`src/rtl/debounce_bank.sv`:
```
// debounce_bank: per-channel 2-FF synchroniser, debounce filter (leading- or
// trailing-edge) and edge detector, with a shared tick prescaler and a sticky
// per-channel event register that a CPU can poll and clear.
module debounce_bank #(
    parameter int                  CHANNELS = 4,
    parameter int                  PRESCALE = 1000,
    parameter int                  DELAY    = 1500,
    parameter string               MODE     = "LEADING",
    parameter logic [CHANNELS-1:0] INIT     = {CHANNELS{1'b0}}
) (
    input  logic                clk,
    input  logic                reset,
    input  logic [CHANNELS-1:0] in_data,
    output logic [CHANNELS-1:0] level,
    output logic [CHANNELS-1:0] rise,
    output logic [CHANNELS-1:0] fall,
    output logic                any_change,
    output logic [CHANNELS-1:0] ev_pending,
    input  logic [CHANNELS-1:0] ev_clr
);

    localparam int          PW        = (PRESCALE > 1) ? $clog2(PRESCALE) : 1;
    localparam int          CW        = $clog2(DELAY + 1);
    localparam logic [PW-1:0] PRESC_MAX = PW'(PRESCALE - 1);
    localparam logic [CW-1:0] DELAY_C   = CW'(DELAY);
    localparam bit          TRAILING  = (MODE == "TRAILING");

    logic [PW-1:0]       presc_q, presc_d;
    logic                tick_s;
    logic [CHANNELS-1:0] sync1_q;
    logic [CHANNELS-1:0] s_q;
    logic [CHANNELS-1:0] prev_q, prev_d;
    logic [CHANNELS-1:0] level_q, level_d;
    logic [CHANNELS-1:0] rise_q, rise_d;
    logic [CHANNELS-1:0] fall_q, fall_d;
    logic [CHANNELS-1:0] ev_q, ev_d;
    logic [CW-1:0]       cnt_q [CHANNELS];
    logic [CW-1:0]       cnt_d [CHANNELS];

    // Shared prescaler: counts 0..PRESCALE-1 and flags the last count as a tick.
    // With PRESCALE=1 the counter is pinned at 0, so tick is permanently high.
    always_comb begin
        tick_s  = 1'b0;
        presc_d = presc_q + PW'(1);
        if (presc_q == PRESC_MAX) begin
            tick_s  = 1'b1;
            presc_d = {PW{1'b0}};
        end else begin
            tick_s  = 1'b0;
        end
    end

    // Per-channel debounce filter: decides the next level, lockout/stability
    // counter and the one-cycle edge pulses that accompany a level change.
    always_comb begin
        prev_d  = s_q;
        level_d = level_q;
        rise_d  = {CHANNELS{1'b0}};
        fall_d  = {CHANNELS{1'b0}};
        for (int i = 0; i < CHANNELS; i++) begin
            cnt_d[i] = cnt_q[i];
            if (TRAILING) begin
                // Any movement restarts the stability window.
                if (s_q[i] != prev_q[i]) begin
                    cnt_d[i] = DELAY_C;
                end else if ((cnt_q[i] != {CW{1'b0}}) && tick_s) begin
                    cnt_d[i] = cnt_q[i] - CW'(1);
                end else if ((cnt_q[i] == {CW{1'b0}}) && (s_q[i] != level_q[i])) begin
                    level_d[i] = s_q[i];
                    rise_d[i]  = s_q[i];
                    fall_d[i]  = ~s_q[i];
                end else begin
                    cnt_d[i] = cnt_q[i];
                end
            end else begin
                // Accept immediately, then ignore the pin until the lockout expires.
                if ((cnt_q[i] == {CW{1'b0}}) && (s_q[i] != level_q[i])) begin
                    level_d[i] = s_q[i];
                    rise_d[i]  = s_q[i];
                    fall_d[i]  = ~s_q[i];
                    cnt_d[i]   = DELAY_C;
                end else if ((cnt_q[i] != {CW{1'b0}}) && tick_s) begin
                    cnt_d[i] = cnt_q[i] - CW'(1);
                end else begin
                    cnt_d[i] = cnt_q[i];
                end
            end
        end
    end

    // Sticky event flags: a pulse in the current cycle beats a simultaneous clear.
    always_comb begin
        ev_d = (ev_q & ~ev_clr) | rise_q | fall_q;
    end

    // State registers with synchronous reset; synchronisers and level restart at INIT.
    always_ff @(posedge clk) begin
        if (reset) begin
            presc_q <= {PW{1'b0}};
            sync1_q <= INIT;
            s_q     <= INIT;
            prev_q  <= INIT;
            level_q <= INIT;
            rise_q  <= {CHANNELS{1'b0}};
            fall_q  <= {CHANNELS{1'b0}};
            ev_q    <= {CHANNELS{1'b0}};
            for (int i = 0; i < CHANNELS; i++) begin
                cnt_q[i] <= {CW{1'b0}};
            end
        end else begin
            presc_q <= presc_d;
            sync1_q <= in_data;
            s_q     <= sync1_q;
            prev_q  <= prev_d;
            level_q <= level_d;
            rise_q  <= rise_d;
            fall_q  <= fall_d;
            ev_q    <= ev_d;
            for (int i = 0; i < CHANNELS; i++) begin
                cnt_q[i] <= cnt_d[i];
            end
        end
    end

    assign level      = level_q;
    assign rise       = rise_q;
    assign fall       = fall_q;
    assign ev_pending = ev_q;
    assign any_change = |(rise_q | fall_q);

endmodule

```
`config.mk`:
```
export PLATFORM = sky130hd
export DESIGN_NAME = debounce_bank
export DESIGN_NICKNAME = d
export VERILOG_FILES = /design/src/rtl/debounce_bank.sv
export SDC_FILE = /design/constraint.sdc
export NUM_CORES = 1
export LEC_CHECK = 0
export BUFFER_PORTS_ARGS = -buffer_cell sky130_fd_sc_hd__clkbuf_2
export CORE_UTILIZATION = 25
export DETAILED_ROUTE_END_ITERATION = 7
export PLACE_DENSITY = 0.52
export SYNTH_ARGS = -nofsm -noshare
export SYNTH_HDL_FRONTEND = slang
export SYNTH_SLANG_ARGS = --single-unit
```
`constraint.sdc`:
```
create_clock -name clk -period 2.15 [get_ports clk]
set_clock_uncertainty 0.1 [all_clocks]
set_input_delay 0.43 -clock clk [delete_from_list [all_inputs] [get_ports clk]]
set_output_delay 0.43 -clock clk [all_outputs]
set_load 0.05 [all_outputs]
```
==> reports/results.ini <==
[global_routing]
overflow=0
grt_usage_pct=11.21
grt_pass1_wl_um=12790
grt_start_max_net_pins=69
grt_pass1_vias=2737
antenna_found_initial=0

[critical_path]
r2r_slack_ps=60
critPathArrivalTime_ps=2230
required_ps=2280
cp_slowest_stage_delay_ps=520
path_class=flop to flop
cp_cell_sequence=inv_1 > ha_1 > or4b_4 > nor3_4 > nor2_4 > a2111oi_4
critPathCaptureType=flop
rr_worst_depth=6
cp_slowest_cell=or4b_4
startpoint=cnt_q[3][0]$_SDFFE_PP0P_
worst_setup_path_start_kind=flop
critPathCapture=cnt_q[3][1]$_SDFFE_PP0P_
cp_max_fo=6
r2r-start=cnt_q[3][0]$_SDFFE_PP0P_
regToRegEndpoint=cnt_q[3][1]$_SDFFE_PP0P_

[logic_synthesis]
synth_top_area_share_pct=45.71
yosys_warnings=0
async_reset_ff_share_pct=0
syn_nets=400
synth-edff-count=0
synth_top_cell_by_area=dfxtp_1
ys.flop_type=dfxtp_1
syn-cell-area_um2=3416
synthCells=384
synthDistinctLibCells=53
ys_top_cells_by_area=dfxtp_1 (46%), nor3_1 (5.1%), nor2_1 (4.0%)
ys_top_cells_by_count=dfxtp_1 (78), nor2_1 (36), nor3_1 (35), a21oi_1 (25), nand2_1 (23)
ys_seq_area_share_pct=45.71
avgSynthCellArea_um2=8.895
ys_ff_latch=78
yosysMostFrequentCell=dfxtp_1

[timing]
fin_ws_ps=56.78
finalCritPeriodShare_pct=97.36
finalHoldViolCount=0
layout_min_cycle_time_ps=2093
report.final.setup_viol=0
grt_setup_unrepaired=true
relSlewSlack_pct=66.21
worst_pin_slew_ps=503.0
maxSlewViolCount=0
fmax_mhz=477.7

[place]
gp_congestion=0.7845
dp_hpwl_um=5179
placed_cells=596
portBuffers=26
post_dp_cell_area_um2=3908
preCtsSetupSlack_ps=30.49

[worst_hold_path]
hold_path_class=input pin to flop

[layout]
seqCellArea_um2=1562
area_growth_pct=29.30
finalNonFillerCells=613
fin_area_um2=4417
fin_nets=448
num_antenna_cells=0
final_util_pct=33.22
fillers=1389
drive_gt1_share_pct=21.74
multi_input_area_um2=1818

[drt]
wl_met3_um=187
post-route-drc-count=0
ant_nets=0
drt-met1-wl_um=3645
wl_um=7579
drt_iter0_drc=67
wl_met2_um=3603
wl_per_cell_um=12.36
via_count=2865
vias_per_cell=4.674
drt_first_pass_iters=4
highest_layer=met4

[die]
std_cell_rows=42
core_area_um2=13300
start_util_pct=25.69
io_pins=27
die_x_um=118.9
dieHeight_um=118.9
die-area_um2=14130

[clock_network]
root_buffer=clkbuf_16
htree_levels=3
clkSinkCount=78
cts_tree=done
numCtsBuffers=9
hold_buffers=0
clkTransAtPathRegs_ps=60
insertion_delay_ps=330
cts.path.max_buffers=2

[job]
cap_violations=0

[pwr]
leakagePower_uw=0.001661
vdd_drop_max_v=0.0004448
cellPowerDensity_nw_per_um2=1024

[run_status]
status=finished clean

layout make-up:
| cell class | count | area share [%] |
|---|---|---|
| Clock buffer | 10 | 5.411 |
| Clock inverter | 6 | 4.079 |
| Inverter | 12 | 1.020 |
| Multi-Input combinational cell | 277 | 41.16 |
| Sequential cell | 78 | 35.35 |
| Tap cell | 176 | 4.986 |
| Timing Repair Buffer | 54 | 7.989 |
cells by family (layout without fill, tap and decap cells):
kind of cell	count (synthesis)	in the layout	share of synthesized area (%)
xor gates and xnor gates	24	24	6.154
AOI/OAI and AO/OA	69	69	13.66
adders and majority gates	6	6	2.198
buffers and inverters	29	82	3.479
and+or+nand+nor	175	175	27.88
muxes	3	3	0.9158
DFF	78	78	45.71
metrics by stage:
step / power (uW) / TNS, ps / hold slack (ps)
3_3_place_gp: 2356 / 0 / 322.1
3_5_place_dp: 2364 / 0 / 328.1
5_1_grt: 4723 / -14.68 / 216.5
6_report: 4522 / 0 / 202.0
4_1_cts: 4495 / 0 / 194.5
2_1_floorplan: 2170 / 0 / 313.8
routing by layer:
layer / vias to the layer above / GRT usage (%)
met2: 35 / 18.82
met4: 0 / 4.747
met5: - / 0
met3: 13 / 2.586
met1: 1332 / 13.71
li1: 1485 / -
sequential cells by signal, indices dropped and copies added (netlist names):
name        count
fall            4
cnt_q          44
presc_q        10
sync1_q         4
level           4
ev_pending      4
rise            4
prev_d          4
power breakdown:
group | internal, uW | total (uW) | switching [uW]
clock | 1520 | 2110 | 591
sequential | 1540 | 1620 | 84.3
combinational | 334 | 791 | 457
total | 3390 | 4520 | 1130
worst min-delay path by stage:
| stage | cells after the start | slack [ps] | start | to |
|---|---|---|---|---|
| finish | 2 | 200 | in_data[1] | sync1_q[1]$_SDFF_PP0_ |
| global route | 2 | 220 | in_data[2] | sync1_q[2]$_SDFF_PP0_ |
| CTS | 2 | 190 | in_data[1] | sync1_q[1]$_SDFF_PP0_ |
| detailed placement | 1 | 330 | sync1_q[3]$_SDFF_PP0_ | prev_d[3]$_SDFF_PP0_ |
| global placement | 1 | 320 | sync1_q[1]$_SDFF_PP0_ | prev_d[1]$_SDFF_PP0_ |
| floorplan | 1 | 310 | sync1_q[0]$_SDFF_PP0_ | prev_d[0]$_SDFF_PP0_ |
critical path: cells and delay by family, from the launching register on:
family                     cells  cell delay, ps
AOI/OAI and AO/OA              1             360
adders and majority gates      1             150
buffers and inverters          1              70
DFF                            1             310
and+or+nand+nor                3             990
cells in the final DEF (no fill, tap or decap), types with 2 or more instances in the layout:
cell        n
a2111oi_0   2
a211oi_1   10
a21oi_1    25
a311oi_1   10
and2_1      3
and3_1      9
and3_2      3
buf_4      27
bufinv_16   6
clkbuf_16   9
clkbuf_2   26
dfxtp_1    78
ha_1        5
inv_1      12
mux2i_1     2
nand2_1    23
nand2b_1    7
nand3_1    11
nand4_1     5
nor2_1     35
nor2b_1     9
nor3_1     34
nor3_4      2
nor3b_2     2
nor4_1     10
o21ai_0     7
o311a_1     2
o31ai_1     2
o41ai_1     3
or2_2       2
or3_1       3
xnor2_1    15
xor2_1      9
timing repair:
item	CTS	global route
resized for setup	0	18
endpoints found under the setup margin	0	14
setup buffers	0	1
No activity file was read; power rests on OpenSTA's default activity.
